<file path="config.mk">
export PLATFORM = sky130hd
export DESIGN_NAME = cv32e40p_tmr_voter_flat
export DESIGN_NICKNAME = d
export VERILOG_FILES = /design/src/rtl/cv32e40p_pkg.sv /design/src/rtl/cv32e40p_tmr_voter_if.sv /design/src/rtl/cv32e40p_tmr_maj3.sv /design/src/rtl/cv32e40p_tmr_voter.sv /design/src/flat_wrapper.sv
export SDC_FILE = /design/constraint.sdc
export NUM_CORES = 1
export LEC_CHECK = 0
export BUFFER_PORTS_ARGS = -buffer_cell sky130_fd_sc_hd__buf_2
export CAP_MARGIN = 5
export CORE_MARGIN = 5
export CORE_UTILIZATION = 55
export CTS_CLUSTER_SIZE = 12
export DETAILED_ROUTE_END_ITERATION = 10
export PLACE_DENSITY = 0.85
export SYNTH_ARGS = -nofsm -noshare
export SYNTH_HDL_FRONTEND = slang
export SYNTH_HIERARCHICAL = 1
export SYNTH_SLANG_ARGS = --single-unit
</file>
<file path="constraint.sdc">
create_clock -name clk -period 6.4 [get_ports clk]
set_input_delay 0.64 -clock clk [delete_from_list [all_inputs] [get_ports clk]]
set_output_delay 0.64 -clock clk [all_outputs]
set_load 0.01 [all_outputs]
</file>
<file path="src/rtl/cv32e40p_pkg.sv">
// Shared types for the TMR voter: FSM state encoding and the voted tuple width.
// A tuple is {ready, comparison_result, result}.
package cv32e40p_pkg;

    localparam int TMR_TUPLE_W = 34;

    typedef logic [TMR_TUPLE_W-1:0] tmr_tuple_t;

    typedef enum logic [1:0] {
        TMR_HEALTHY  = 2'd0,
        TMR_DEGRADED = 2'd1,
        TMR_FAIL     = 2'd2
    } tmr_state_e;

endpackage

</file>
<file path="src/rtl/cv32e40p_tmr_voter_if.sv">
// Replica-side bus: the three outputs of the triplicated multiplier/ALU wrapper.
// The wrapper drives it (master); the voter consumes it (slave).
interface cv32e40p_tmr_voter_if;

    logic [31:0] result_1_i;
    logic [31:0] result_2_i;
    logic [31:0] result_3_i;
    logic        comparison_result_1_i;
    logic        comparison_result_2_i;
    logic        comparison_result_3_i;
    logic        ready_1_i;
    logic        ready_2_i;
    logic        ready_3_i;

    modport master (
        output result_1_i, result_2_i, result_3_i,
        output comparison_result_1_i, comparison_result_2_i, comparison_result_3_i,
        output ready_1_i, ready_2_i, ready_3_i
    );

    modport slave (
        input result_1_i, result_2_i, result_3_i,
        input comparison_result_1_i, comparison_result_2_i, comparison_result_3_i,
        input ready_1_i, ready_2_i, ready_3_i
    );

endinterface

</file>
<file path="src/rtl/cv32e40p_tmr_maj3.sv">
// Bitwise 2-of-3 majority of three equal-width words.
module cv32e40p_tmr_maj3 #(
    parameter int W = 34
) (
    input  logic [W-1:0] a_i,
    input  logic [W-1:0] b_i,
    input  logic [W-1:0] c_i,
    output logic [W-1:0] maj_o
);

    assign maj_o = (a_i & b_i) | (a_i & c_i) | (b_i & c_i);

endmodule

</file>
<file path="src/rtl/cv32e40p_tmr_voter.sv">
// Majority voter for the triplicated multiplier/ALU: combinational voted stream,
// sequential mismatch bookkeeping with fault exclusion (duplex) and sticky failure.
module cv32e40p_tmr_voter
    import cv32e40p_pkg::*;
#(
    parameter int CNT_W  = 8,
    parameter int THRESH = 3
) (
    input  logic                   clk,
    input  logic                   rst,
    input  logic                   enable_i,
    input  logic                   ex_ready_i,
    input  logic                   clear_i,
    cv32e40p_tmr_voter_if.slave    rep,
    output logic [31:0]            result_o,
    output logic                   comparison_result_o,
    output logic                   ready_o,
    output logic                   err_detect_o,
    output logic                   uncorrectable_o,
    output logic [2:0]             faulty_mask_o,
    output logic [1:0]             state_o,
    output logic [3*CNT_W-1:0]     err_cnt_o
);

    localparam logic [2:0]       THR     = 3'(THRESH);
    localparam logic [CNT_W-1:0] CNT_MAX = '1;
    localparam logic [CNT_W-1:0] CNT_ONE = {{(CNT_W-1){1'b0}}, 1'b1};

    tmr_state_e       state_q, state_d;
    logic [2:0]       faulty_mask_q, faulty_mask_d;
    logic             uncorrectable_q, uncorrectable_d;
    logic [2:0]       cons_q [3];
    logic [2:0]       cons_d [3];
    logic [CNT_W-1:0] err_cnt_q [3];
    logic [CNT_W-1:0] err_cnt_d [3];

    tmr_tuple_t tup [3];
    tmr_tuple_t maj_tup;
    tmr_tuple_t tup_a;
    tmr_tuple_t tup_b;
    tmr_tuple_t voted;
    logic [2:0] mismatch;
    logic [2:0] reach;
    logic       qualified;

    // Held for stall-aware extensions; deliberately has no effect on outputs.
    logic unused_ex_ready;
    assign unused_ex_ready = ex_ready_i;

    assign tup[0] = {rep.ready_1_i, rep.comparison_result_1_i, rep.result_1_i};
    assign tup[1] = {rep.ready_2_i, rep.comparison_result_2_i, rep.result_2_i};
    assign tup[2] = {rep.ready_3_i, rep.comparison_result_3_i, rep.result_3_i};

    cv32e40p_tmr_maj3 #(
        .W (TMR_TUPLE_W)
    ) u_maj3 (
        .a_i   (tup[0]),
        .b_i   (tup[1]),
        .c_i   (tup[2]),
        .maj_o (maj_tup)
    );

    // State register.
    always_ff @(posedge clk) begin
        if (rst) begin
            state_q         <= TMR_HEALTHY;
            faulty_mask_q   <= 3'b000;
            uncorrectable_q <= 1'b0;
            for (int k = 0; k < 3; k++) begin
                cons_q[k]    <= 3'd0;
                err_cnt_q[k] <= '0;
            end
        end else begin
            state_q         <= state_d;
            faulty_mask_q   <= faulty_mask_d;
            uncorrectable_q <= uncorrectable_d;
            for (int k = 0; k < 3; k++) begin
                cons_q[k]    <= cons_d[k];
                err_cnt_q[k] <= err_cnt_d[k];
            end
        end
    end

    // Output logic: voting and per-replica mismatch, all combinational.
    always_comb begin
        tup_a    = tup[0];
        tup_b    = tup[1];
        voted    = maj_tup;
        mismatch = 3'b000;
        // Active pair once a replica is excluded; lowest index drives the output.
        if (faulty_mask_q[0]) begin
            tup_a = tup[1];
            tup_b = tup[2];
        end else if (faulty_mask_q[1]) begin
            tup_a = tup[0];
            tup_b = tup[2];
        end
        if (state_q == TMR_HEALTHY) begin
            voted = maj_tup;
            for (int k = 0; k < 3; k++) begin
                mismatch[k] = (tup[k] != maj_tup);
            end
        end else begin
            voted    = tup_a;
            mismatch = {3{tup_a != tup_b}} & ~faulty_mask_q;
        end
        qualified    = enable_i & voted[TMR_TUPLE_W-1];
        err_detect_o = qualified & (|mismatch);
    end

    assign result_o            = voted[31:0];
    assign comparison_result_o = voted[32];
    assign ready_o             = voted[33];

    // Next-state logic: counters, thresholds and fault exclusion.
    always_comb begin
        state_d         = state_q;
        faulty_mask_d   = faulty_mask_q;
        uncorrectable_d = uncorrectable_q;
        reach           = 3'b000;
        for (int k = 0; k < 3; k++) begin
            cons_d[k]    = cons_q[k];
            err_cnt_d[k] = err_cnt_q[k];
        end

        if (clear_i) begin
            state_d         = TMR_HEALTHY;
            faulty_mask_d   = 3'b000;
            uncorrectable_d = 1'b0;
            for (int k = 0; k < 3; k++) begin
                cons_d[k]    = 3'd0;
                err_cnt_d[k] = '0;
            end
        end else begin
            case (state_q)
                TMR_HEALTHY: begin
                    if (qualified) begin
                        for (int k = 0; k < 3; k++) begin
                            if (mismatch[k]) begin
                                if (err_cnt_q[k] != CNT_MAX) err_cnt_d[k] = err_cnt_q[k] + CNT_ONE;
                                if (cons_q[k] != THR)        cons_d[k]    = cons_q[k] + 3'd1;
                            end else begin
                                cons_d[k] = 3'd0;
                            end
                            reach[k] = mismatch[k] && (cons_d[k] == THR);
                        end
                        // Two replicas condemned at once leaves no trustworthy pair.
                        if ((reach & (reach - 3'd1)) != 3'd0) begin
                            state_d         = TMR_FAIL;
                            uncorrectable_d = 1'b1;
                            faulty_mask_d   = reach[0] ? 3'b001 : 3'b010;
                        end else if (|reach) begin
                            state_d       = TMR_DEGRADED;
                            faulty_mask_d = reach;
                        end
                    end
                end
                TMR_DEGRADED: begin
                    if (qualified && (|mismatch)) begin
                        for (int k = 0; k < 3; k++) begin
                            if (mismatch[k] && (err_cnt_q[k] != CNT_MAX)) begin
                                err_cnt_d[k] = err_cnt_q[k] + CNT_ONE;
                            end
                        end
                        state_d         = TMR_FAIL;
                        uncorrectable_d = 1'b1;
                    end
                end
                default: begin
                    state_d         = TMR_FAIL;
                    uncorrectable_d = 1'b1;
                end
            endcase
        end
    end

    assign uncorrectable_o = uncorrectable_q;
    assign faulty_mask_o   = faulty_mask_q;
    assign state_o         = state_q;

    for (genvar g = 0; g < 3; g++) begin : g_cnt
        assign err_cnt_o[g*CNT_W +: CNT_W] = err_cnt_q[g];
    end

endmodule

</file>
<file path="src/flat_wrapper.sv">
// flat-port wrapper written by rule: the top's interface ports become plain ports
module cv32e40p_tmr_voter_flat import cv32e40p_pkg::*;
#(
    parameter int CNT_W  = 8,
    parameter int THRESH = 3
)
  (clk, rst, enable_i, ex_ready_i, clear_i, result_o, comparison_result_o, ready_o, err_detect_o, uncorrectable_o, faulty_mask_o, state_o, err_cnt_o, rep_result_1_i, rep_result_2_i, rep_result_3_i, rep_comparison_result_1_i, rep_comparison_result_2_i, rep_comparison_result_3_i, rep_ready_1_i, rep_ready_2_i, rep_ready_3_i);
  cv32e40p_tmr_voter_if rep_i ();
  input  logic clk;
  input  logic rst;
  input  logic enable_i;
  input  logic ex_ready_i;
  input  logic clear_i;
  output logic [31:0] result_o;
  output logic comparison_result_o;
  output logic ready_o;
  output logic err_detect_o;
  output logic uncorrectable_o;
  output logic [2:0] faulty_mask_o;
  output logic [1:0] state_o;
  output logic [3*CNT_W-1:0] err_cnt_o;
  input wire logic [$bits(rep_i.result_1_i)-1:0] rep_result_1_i;
  input wire logic [$bits(rep_i.result_2_i)-1:0] rep_result_2_i;
  input wire logic [$bits(rep_i.result_3_i)-1:0] rep_result_3_i;
  input wire logic [$bits(rep_i.comparison_result_1_i)-1:0] rep_comparison_result_1_i;
  input wire logic [$bits(rep_i.comparison_result_2_i)-1:0] rep_comparison_result_2_i;
  input wire logic [$bits(rep_i.comparison_result_3_i)-1:0] rep_comparison_result_3_i;
  input wire logic [$bits(rep_i.ready_1_i)-1:0] rep_ready_1_i;
  input wire logic [$bits(rep_i.ready_2_i)-1:0] rep_ready_2_i;
  input wire logic [$bits(rep_i.ready_3_i)-1:0] rep_ready_3_i;
  assign rep_i.result_1_i = rep_result_1_i;
  assign rep_i.result_2_i = rep_result_2_i;
  assign rep_i.result_3_i = rep_result_3_i;
  assign rep_i.comparison_result_1_i = rep_comparison_result_1_i;
  assign rep_i.comparison_result_2_i = rep_comparison_result_2_i;
  assign rep_i.comparison_result_3_i = rep_comparison_result_3_i;
  assign rep_i.ready_1_i = rep_ready_1_i;
  assign rep_i.ready_2_i = rep_ready_2_i;
  assign rep_i.ready_3_i = rep_ready_3_i;
  cv32e40p_tmr_voter #(.CNT_W(CNT_W), .THRESH(THRESH)) u_core (.clk(clk), .rst(rst), .enable_i(enable_i), .ex_ready_i(ex_ready_i), .clear_i(clear_i), .rep(rep_i), .result_o(result_o), .comparison_result_o(comparison_result_o), .ready_o(ready_o), .err_detect_o(err_detect_o), .uncorrectable_o(uncorrectable_o), .faulty_mask_o(faulty_mask_o), .state_o(state_o), .err_cnt_o(err_cnt_o));
endmodule
</file>
==> impl_metrics.py, run 1 <==
metrics = {
    "min_path": {
        "hold_start": "u_core/uncorrectable_o",
        "hold_path_class": "flop to flop",
    },
    "clocking": {
        "path_clk_slew_ns": 0.07,
        "cts.sinks": 39,
        "cts_buffers": 5,
        "cts_resized": 0,
        "hold_buffers": 0,
        "cts_tree": "built",
        "clkLatencyLatePin_ns": 0.29,
        "cts.path.max_buffers": 2,
        "cts_root_buf": "clkbuf_8",
        "cts-htree-levels": 2,
        "post-cts-setup-buffers": 0,
    },
    "pwr": {
        "pwr-share-clk_pct": 21.6,
        "p_comb_share_pct": 46.4,
        "powerDensity_nw_per_um2": 117.9,
        "p_leak_nw": 2.666,
        "vdd_ir_drop_max_mv": 0.1370,
        "seqPwrFrac_pct": 32.0,
        "power.switching_w": 0.0003103,
        "swShare_pct": 39.99,
        "p_int_w": 0.0004656,
        "power.total_w": 0.0007759,
    },
    "synth": {
        "yosysTopAreaCellShare_pct": 18.74,
        "synth_seq_cells": 39,
        "synth_top_area_cell": "xor2_1",
        "synth-seq-area-share_pct": 14.04,
        "synth_flop_cell": "dfxtp_1",
        "syn_area_um2": 5560,
        "yosysWarnings": 6,
        "synth_cells": 698,
        "synthesis.nets": 811,
        "synth_edf_count": 0,
        "synthArstFlopShare_pct": 0,
        "synthTopCellsByArea": "xor2_1 19%, mux2i_1 16%, dfxtp_1 14%",
        "syn_avg_cell_area_um2": 7.966,
        "yosysUniqueCellTypes": 55,
    },
    "place": {
        "hpwl_um": 14300,
        "gp_congestion": 0.9935,
        "placedCellCount": 980,
        "place.port_buffers": 170,
    },
    "floorplanning": {
        "core_um2": 9819,
        "start_util_pct": 56.63,
        "fp-row-count": 36,
        "io_pins": 172,
        "dieHeight_um": 110.5,
        "fp.dieW_um": 110.5,
        "die-area_um2": 12220,
    },
    "critical_path": {
        "slowest_stage": "nor3_1",
        "worstPathMaxFanout": 8,
        "critPathLaunch": "rep_result_2_i[20]",
        "start_kind": "primary input",
        "worstPathArrival_ns": 3.59,
        "crit_family": "simple AND/OR/NAND/NOR gates",
        "critical_path_class": "primary input to primary output",
        "crit_required_ns": 5.76,
        "cp_cell_sequence": "buf_2 -> maj3_2 -> xor2_1 -> nor4_1 -> nand4_1 -> nor3_1 -> o22ai_1 -> o22ai_1 -> a21oi_1 -> buf_2",
        "critPathCaptureType": "primary output",
        "slowest_delay_ns": 0.88,
        "critical_path_buf_inv_count": 2,
        "r2r-start": "u_core/faulty_mask_o[1]",
    },
    "grt": {
        "track_usage_pct": 28.03,
        "grt_pass1_wl_um": 29130,
        "antenna_found_initial": 1,
        "grt_overflow": 0,
        "grt_start_max_net_pins": 73,
        "grt_pass1_vias": 5742,
    },
    "timing": {
        "rsz0062_at_grt": "no",
        "hold_violations": 0,
        "fin_setup_tns_ns": 0,
        "setup_viol": 0,
        "fin_skew_ns": 0.007998,
        "fmax_mhz": 236.2,
        "max_slew_margin_pct": 29.40,
        "period_share_pct": 66.16,
        "worst_pin_slew_ns": 1.051,
        "timing.final.crit_period_ns": 4.235,
        "drv_slew": 0,
    },
    "status": {
        "status": "completed",
    },
    "final_layout": {
        "nFillCells": 877,
        "fin_cells": 988,
        "drive_gt1_share_pct": 26.78,
        "final_cell_mix": "170 x buf_2, 119 x xor2_1, 88 x mux2i_1, 66 x nand2_1, 45 x o21ai_0",
        "area_growth_pct": 18.34,
        "final_common_cell": "buf_2",
        "regArea_um2": 783.3,
        "diodes": 0,
        "final_net_count": 967,
        "multi_input_area_um2": 4604,
    },
    "drt": {
        "wl_per_cell_um": 18.32,
        "routed_wl_um": 18100,
        "drt_iter0_drc": 566,
        "postRouteAntennaNets": 0,
        "drc_errors": 0,
        "vias": 6010,
        "dr.pass1.iters": 5,
        "vias_per_cell": 6.083,
    },
    "flow_run": {
        "maxCapViolCount": 0,
    },
}
-- state kept, by name (all words and copies together) (netlist names) --
name and cells:
u_core/err_cnt_q 24, u_core/cons_q 9, u_core/faulty_mask_o 3, u_core/state_o 2, u_core/uncorrectable_o 1
-- through the flow --
step / hold WS, ns / utilization [%] / setup slack (ns) / cell area (um2)
global route: 0.5084 / 67.01 / 2.129 / 6580
finish: 0.4617 / 67.01 / 2.165 / 6580
global placement: 0.4382 / 66.14 / 2.417 / 6495
CTS: 0.4648 / 67.01 / 2.334 / 6580
detailed placement: 0.4459 / 66.14 / 2.334 / 6495
floorplan: 0.4679 / - / 3.336 / 5560
-- cell usage after synthesis, types with 8 or more instances --
| cell type | n |
|---|---|
| a21oi_1 | 29 |
| and3_1 | 9 |
| clkbuf_1 | 17 |
| dfxtp_1 | 39 |
| inv_1 | 15 |
| maj3_2 | 34 |
| mux2i_1 | 88 |
| nand2_1 | 66 |
| nand3_1 | 20 |
| nand4_1 | 12 |
| nor2_1 | 14 |
| nor4_1 | 37 |
| o211ai_1 | 10 |
| o21ai_0 | 45 |
| o22ai_1 | 8 |
| or3_1 | 19 |
| xnor2_1 | 37 |
| xor2_1 | 119 |
-- layer usage --
metal / up-vias / part of all wire, % / track usage (%)
li1: 2881 / - / -
met1: 2763 / 41 / 35.64
met2: 316 / 47 / 48.14
met3: 48 / 8.7 / 5.306
met4: 2 / 2.9 / 7.964
met5: - / 0.039 / 0
-- power groups by stage --
stage               clock, W  combinational [W]  sequential (W)
finish              0.000168           0.000360        0.000248
global route        0.000179           0.000387        0.000249
CTS                 0.000167           0.000353        0.000248
detailed placement         0           0.000351        0.000254
global placement           0           0.000346        0.000254
floorplan                  0           0.000203        0.000254
-- final cells by class --
class	instances	share of cell area, %
clock buffer	6	1.103
clock inverter	2	0.1902
inverter	16	0.9127
tap	133	2.529
multi-input combinational	618	69.98
timing repair buffer	174	13.39
sequential	39	11.90
-- worst paths after layout --
kind	to	cells past startpoint	slack (ns)
worst min register to register	u_core/uncorrectable_o	2	0.46
worst max-delay path	err_detect_o	10	2.17
worst max register to register	u_core/err_cnt_q[0][13]	9	3.07
worst min-delay path	u_core/uncorrectable_o	2	0.46
-- cells by family after synthesis --
kind of cell / synth area share, %
AO/OA/AOI/OAI: 14.65
XOR/XNOR: 24.57
adder cells (fa/ha/maj): 8.236
buffers and inverters: 3.285
flip-flops: 14.04
multiplexers: 15.84
AND/OR/NAND/NOR: 19.37
-- worst reg2reg max path: stages, from the launching register on --
cell,delay [ns]
dfxtp_2,0.65
buf_4,0.48
mux2i_1,0.38
o22ai_1,0.13
nor4_1,0.18
o22ai_1,0.18
a211oi_1,0.48
a21oi_1,0.24
o2111ai_1,0.30
mux2i_1,0.23
Note: power is estimated with default switching activity, not from simulation.
==> run 2, diff against run 1 <==
--- a/config.mk
+++ b/config.mk
@@ -5,13 +5,14 @@
 export SDC_FILE = /design/constraint.sdc
 export NUM_CORES = 1
 export LEC_CHECK = 0
+export ABC_AREA = 1
 export BUFFER_PORTS_ARGS = -buffer_cell sky130_fd_sc_hd__buf_2
 export CAP_MARGIN = 5
 export CORE_MARGIN = 5
-export CORE_UTILIZATION = 55
+export CORE_UTILIZATION = 50
 export CTS_CLUSTER_SIZE = 12
 export DETAILED_ROUTE_END_ITERATION = 10
-export PLACE_DENSITY = 0.85
+export PLACE_DENSITY = 0.8
 export SYNTH_ARGS = -nofsm -noshare
 export SYNTH_HDL_FRONTEND = slang
 export SYNTH_HIERARCHICAL = 1
==> constraint.sdc (replaced) <==
create_clock -name clk -period 3.8 [get_ports clk]
set_input_delay 0.38 -clock clk [delete_from_list [all_inputs] [get_ports clk]]
set_output_delay 0.38 -clock clk [all_outputs]
set_load 0.01 [all_outputs]
==> run 2 against run 1 <==
  * Via count up 30%
  * Sequential power grew 73%
  * Clock power rose to 2.8 times the previous value
  * Core utilization down 7.2 points
  * Total power increased by 120%
  * Worst hold slack worse by 0.0052 ns
  * Worst setup slack lost 1.6 ns
  * Sequential share of layout area down 1.4 points
  * Clock skew shrank 0.0065 ns
==> impl_metrics.py, run 2 <==
metrics = {
    "synth": {
        "synth_cells": 1187,
        "yosysTopAreaCellShare_pct": 28.91,
        "yosysWarnings": 6,
        "syn_avg_cell_area_um2": 5.295,
        "synthesis.nets": 1300,
        "synth_top_area_cell": "nand2_1",
        "synth_flop_cell": "dfxtp_1",
        "synthTopCellsByArea": "nand2_1 29%, dfxtp_1 12%, inv_1 8.7%",
        "synth_seq_cells": 39,
        "synth_commonest_cells": "484 x nand2_1, 146 x inv_1, 93 x nand3_1",
        "yosysUniqueCellTypes": 35,
        "synthArstFlopShare_pct": 0,
        "synth.most_common_cell": "nand2_1",
        "syn_area_um2": 6285,
        "synth-seq-area-share_pct": 12.42,
        "synth_edf_count": 0,
    },
    "clocking": {
        "cts_resized": 0,
        "cts_buffers": 5,
        "cts.sinks": 39,
        "cts.path.max_buffers": 2,
        "post-cts-setup-buffers": 0,
        "hold_buffers": 0,
        "clkLatencyLatePin_ns": 0.27,
        "path_clk_slew_ns": 0.06,
        "cts_root_buf": "clkbuf_16",
        "cts_tree": "built",
        "cts-htree-levels": 2,
    },
    "timing": {
        "drv_slew": 0,
        "fin_setup_tns_ns": 0,
        "timing.final.crit_period_ns": 3.215,
        "worst_pin_slew_ns": 0.9934,
        "period_share_pct": 84.61,
        "fin_skew_ns": 0.001492,
        "rsz0062_at_grt": "no",
        "max_slew_margin_pct": 33.70,
        "hold_violations": 0,
        "fmax_mhz": 311.0,
        "setup_viol": 0,
    },
    "grt": {
        "grt_overflow": 0,
        "grt_pass1_vias": 6925,
        "grt_start_max_net_pins": 33,
        "grt_pass1_wl_um": 31040,
        "track_usage_pct": 24.79,
        "antenna_found_initial": 1,
    },
    "critical_path": {
        "critPathLaunch": "u_core/faulty_mask_o[0]",
        "path_common_cell": "nand2_1",
        "slowest_stage": "dfxtp_2",
        "critPathCaptureType": "flop",
        "worstPathArrival_ns": 3.33,
        "critical_path_class": "flop to flop",
        "slowest_delay_ns": 0.44,
        "start_kind": "flop",
        "crit_family": "simple AND/OR/NAND/NOR gates",
        "critical_path_buf_inv_count": 3,
        "r2r-start": "u_core/faulty_mask_o[0]",
        "crit_required_ns": 3.92,
        "worstPathMaxFanout": 28,
        "cp_cell_sequence": "inv_4 -> nand2_4 -> nand2_1 -> nand2_1 -> nand2_1 -> nand2_1 -> nand2_1 -> nor2_1 -> nand2_1 -> nor2_1 -> nand3_2 -> nand3_1 -> nand2_2 -> clkinv_2 -> nand3_1 -> nand2_1 -> nand2_2 -> buf_4 -> nand3_1 -> a21oi_1",
    },
    "drt": {
        "drc_errors": 0,
        "wl_per_cell_um": 12.39,
        "routed_wl_um": 18840,
        "vias_per_cell": 5.130,
        "dr.pass1.iters": 5,
        "vias": 7803,
        "postRouteAntennaNets": 0,
        "drt_iter0_drc": 598,
    },
    "pwr": {
        "powerDensity_nw_per_um2": 224.1,
        "vdd_ir_drop_max_mv": 0.2692,
        "p_leak_nw": 4.175,
    },
    "final_layout": {
        "fin_cells": 1521,
        "area_growth_pct": 18.59,
        "final_common_cell": "nand2_1",
        "largest_reg_flops": 24,
        "top_register": "u_core/err_cnt_q",
        "final_net_count": 1459,
        "drive_gt1_share_pct": 18.86,
        "final_cell_mix": "484 x nand2_1, 170 x buf_2, 146 x inv_1, 93 x nand3_1, 90 x nor2_1",
    },
    "min_path": {
        "hold_path_class": "flop to flop",
        "hold_start": "u_core/cons_q[0][2]",
    },
    "place": {
        "place.port_buffers": 170,
        "hpwl_um": 14850,
        "gp_congestion": 0.8926,
        "placedCellCount": 1511,
    },
    "status": {
        "status": "completed",
    },
    "floorplanning": {
        "io_pins": 172,
        "core_um2": 12470,
        "dieHeight_um": 122.1,
        "fp-row-count": 41,
        "die-area_um2": 14910,
        "start_util_pct": 50.42,
        "fp.dieW_um": 122.1,
    },
    "flow_run": {
        "maxCapViolCount": 0,
    },
}
## run 2: routing by layer
metal  track usage [%]  vias to the layer above  part of all wire [%]  routed length [um]
li1                  -                     4065                     -                   -
met2             44.10                      275                    47                8915
met1             32.12                     3439                    44                8261
met3             2.507                       24                   6.9                1301
met5                 0                        -                     0                   0
met4             6.088                        0                   1.9                 362
## run 2: final timing paths
kind	depth (start not counted)	to	slack, ns
worst max-delay path	20	u_core/err_cnt_q[0][19]	0.58
worst min-delay path	2	u_core/cons_q[0][2]	0.46
worst min register to register	2	u_core/cons_q[0][2]	0.46
worst max register to register	20	u_core/err_cnt_q[0][19]	0.58
## run 2: stage by stage
step / total power (W) / area [um2] / hold slack, ns / setup WS [ns] / utilization [%]
2_1_floorplan: 0.0009458 / 6285 / 0.4324 / 1.400 / -
3_3_place_gp: 0.001187 / 7279 / 0.4423 / 0.6494 / 58.40
3_5_place_dp: 0.001200 / 7279 / 0.4483 / 0.6073 / 58.40
4_1_cts: 0.001676 / 7448 / 0.4566 / 0.5900 / 59.75
5_1_grt: 0.001797 / 7451 / 0.4756 / 0.2678 / 59.77
6_report: 0.001670 / 7453 / 0.4564 / 0.5847 / 59.79
## run 2: report_power, final
part | internal [W] | switching (W) | total, W
Combinational | 0.000286 | 0.000485 | 0.000771
Sequential | 0.000418 | 0.0000104 | 0.000428
Clock | 0.000309 | 0.000162 | 0.000471
Total | 0.00101 | 0.000657 | 0.00167
## run 2: cells by family (layout without fill, tap and decap cells)
logic type                 after synthesis  in the layout  synth area share (%)
buffers and inverters                  182            342                 11.87
AOI/OAI and AO/OA                      114            114                 9.457
xor gates and xnor gates                73             73                 10.17
adders and majority gates                6              6                 1.194
and+or+nand+nor                        771            771                 54.53
DFF                                     39             39                 12.42
muxes                                    2              2                0.3583
other                                    0              2                     0
## run 2: worst min-delay path: stages, from the launching register on
cell and delay [ns]:
dfxtp_1 0.31, nand3_1 0.07, inv_1 0.03
## run 2: cell type report
class	count	area (um2)
clock inverters	3	43.79
repair buffers	181	945.9
diodes	2	5.005
flip-flops and latches	39	782.0
well taps	172	215.2
fillers	1304	5012
inverters	153	578.1
multi-input cells	966	4758
clock buffers	5	125.1
==> run 3, diff against run 2 <==
--- a/config.mk
+++ b/config.mk
@@ -9,10 +9,10 @@
 export BUFFER_PORTS_ARGS = -buffer_cell sky130_fd_sc_hd__buf_2
 export CAP_MARGIN = 5
 export CORE_MARGIN = 5
-export CORE_UTILIZATION = 50
+export CORE_UTILIZATION = 55
 export CTS_CLUSTER_SIZE = 12
 export DETAILED_ROUTE_END_ITERATION = 10
-export PLACE_DENSITY = 0.8
+export PLACE_DENSITY = 0.83
 export SYNTH_ARGS = -nofsm -noshare
 export SYNTH_HDL_FRONTEND = slang
 export SYNTH_HIERARCHICAL = 1
==> constraint.sdc (replaced) <==
create_clock -name clk -period 3.3 [get_ports clk]
set_input_delay 0.33 -clock clk [delete_from_list [all_inputs] [get_ports clk]]
set_output_delay 0.33 -clock clk [all_outputs]
set_load 0.01 [all_outputs]
==> run 3 against run 2 <==
  * Register-to-register slack worse by 0.27 ns
  * First-iteration DRC count is 11% lower
  * Die area is 8.4% lower
  * Worst setup slack worse by 0.32 ns
  * Non-clock buffer count is 5 higher
  * Critical path depth is 2 lower
  * Critical path type is now flop to primary output
  * Largest cell class unchanged
==> impl_metrics.py, run 3 (same netlist as run 2, synthesis figures left out) <==
metrics = {
    "critical_path": {
        "start_kind": "flop",
        "slowest_stage": "dfxtp_2",
        "worstPathMaxFanout": 17,
        "worstPathArrival_ns": 2.70,
        "cp_cell_sequence": "nor2_8 -> buf_4 -> nand2_1 -> nand2_1 -> nand2_1 -> nand2_1 -> nand2_1 -> nor2_1 -> nand2_1 -> nor2_1 -> nand3_2 -> nand3_1 -> nand2_2 -> clkinv_2 -> nand3_1 -> nand2_1 -> inv_1 -> buf_2",
        "critical_path_class": "flop to primary output",
        "slowest_delay_ns": 0.39,
        "crit_required_ns": 2.97,
        "path_common_cell": "nand2_1",
        "critPathCaptureType": "primary output",
    },
    "floorplanning": {
        "dieHeight_um": 116.9,
        "io_pins": 172,
        "die-area_um2": 13660,
        "fp-row-count": 39,
        "core_um2": 11320,
        "start_util_pct": 55.52,
        "fp.dieW_um": 116.9,
    },
    "clocking": {
        "cts.path.max_buffers": 2,
        "post-cts-setup-buffers": 0,
        "cts_resized": 0,
        "cts.sinks": 39,
        "clkLatencyLatePin_ns": 0.28,
        "cts_buffers": 5,
        "path_clk_slew_ns": 0.06,
        "hold_buffers": 0,
        "cts_root_buf": "clkbuf_16",
        "cts_tree": "built",
        "cts-htree-levels": 2,
    },
    "drt": {
        "postRouteAntennaNets": 0,
        "routed_wl_um": 18710,
        "drt_iter0_drc": 531,
        "vias": 7869,
        "dr.pass1.iters": 5,
        "drc_errors": 0,
        "wl_per_cell_um": 12.52,
        "vias_per_cell": 5.264,
    },
    "final_layout": {
        "final_cell_mix": "484 x nand2_1, 170 x buf_2, 146 x inv_1, 93 x nand3_1, 90 x nor2_1",
        "drive_gt1_share_pct": 19.16,
        "top_register": "u_core/err_cnt_q",
        "area_growth_pct": 18.87,
        "final_net_count": 1464,
        "final_core_util_pct": 65.99,
        "largest_reg_flops": 24,
        "diodes": 0,
        "final_common_cell": "nand2_1",
    },
    "grt": {
        "antenna_found_initial": 2,
        "grt_overflow": 0,
        "grt_pass1_wl_um": 29570,
        "track_usage_pct": 26.04,
        "grt_start_max_net_pins": 39,
        "grt_pass1_vias": 6829,
    },
    "timing": {
        "rsz0062_at_grt": "no",
        "worst_pin_slew_ns": 0.9585,
        "hold_violations": 0,
        "fin_setup_tns_ns": 0,
        "setup_viol": 0,
        "max_slew_margin_pct": 36.03,
        "fin_skew_ns": 0.002887,
        "period_share_pct": 91.93,
        "drv_slew": 0,
        "timing.final.crit_period_ns": 3.034,
        "fmax_mhz": 329.6,
    },
    "status": {
        "status": "completed",
    },
    "place": {
        "hpwl_um": 14900,
        "place.port_buffers": 170,
        "gp_congestion": 0.9142,
    },
    "flow_run": {
        "maxCapViolCount": 0,
    },
    "pwr": {
        "powerDensity_nw_per_um2": 259.0,
        "p_leak_nw": 4.204,
        "vdd_ir_drop_max_mv": 0.3384,
    },
    "min_path": {
        "hold_path_class": "flop to flop",
    },
}
[run 3: path summary, 6_finish.rpt]
kind | from | to | slack [ns] | cells past startpoint
worst min register to register | u_core/cons_q[0][5] | u_core/cons_q[0][5] | 0.46 | 2
worst max-delay path | u_core/faulty_mask_o[0] | err_detect_o | 0.27 | 18
worst min-delay path | u_core/cons_q[0][5] | u_core/cons_q[0][5] | 0.46 | 2
worst max register to register | u_core/faulty_mask_o[0] | u_core/err_cnt_q[0][23] | 0.31 | 21
[run 3: stage by stage]
step	total power, W	std cells	setup WS [ns]	hold WS, ns	instance area [um2]
detailed placement	0.001383	1487	0.2893	0.4452	7293
CTS	0.001936	1495	0.1802	0.4538	7462
finish	0.001935	1495	0.2662	0.4587	7471
global route	0.002076	1495	0.01285	0.4840	7471
global placement	0.001369	1487	0.3375	0.4428	7293
floorplan	0.001089	1187	0.9003	0.4324	6285
[run 3: area by class of cell]
class | count | area [um2]
Clock buffer | 5 | 125.1
Clock inverter | 3 | 43.79
Fill cell | 1152 | 3850
Inverter | 153 | 578.1
Multi-Input combinational cell | 966 | 4767
Sequential cell | 39 | 782.0
Tap cell | 143 | 178.9
Timing Repair Buffer | 186 | 996.0
[run 3: worst max-delay path, delay by kind of cell, from the launching register on]
| kind | cells | cell delay (ns) |
|---|---|---|
| and+or+nand+nor | 14 | 1.46 |
| buffers and inverters | 4 | 0.54 |
| DFF | 1 | 0.39 |
[run 3: where the power goes]
part	internal, W	switching, W
clock	0.000356	0.000193
combinational	0.000333	0.000558
sequential	0.000481	0.0000123
[run 3: routing by layer]
layer,up-vias,GRT usage (%),wire length [um]
met5,-,0,21
met1,3460,32.67,8085
met4,4,6.193,325
met3,39,4.319,1470
met2,286,46.49,8807
li1,4080,-,-
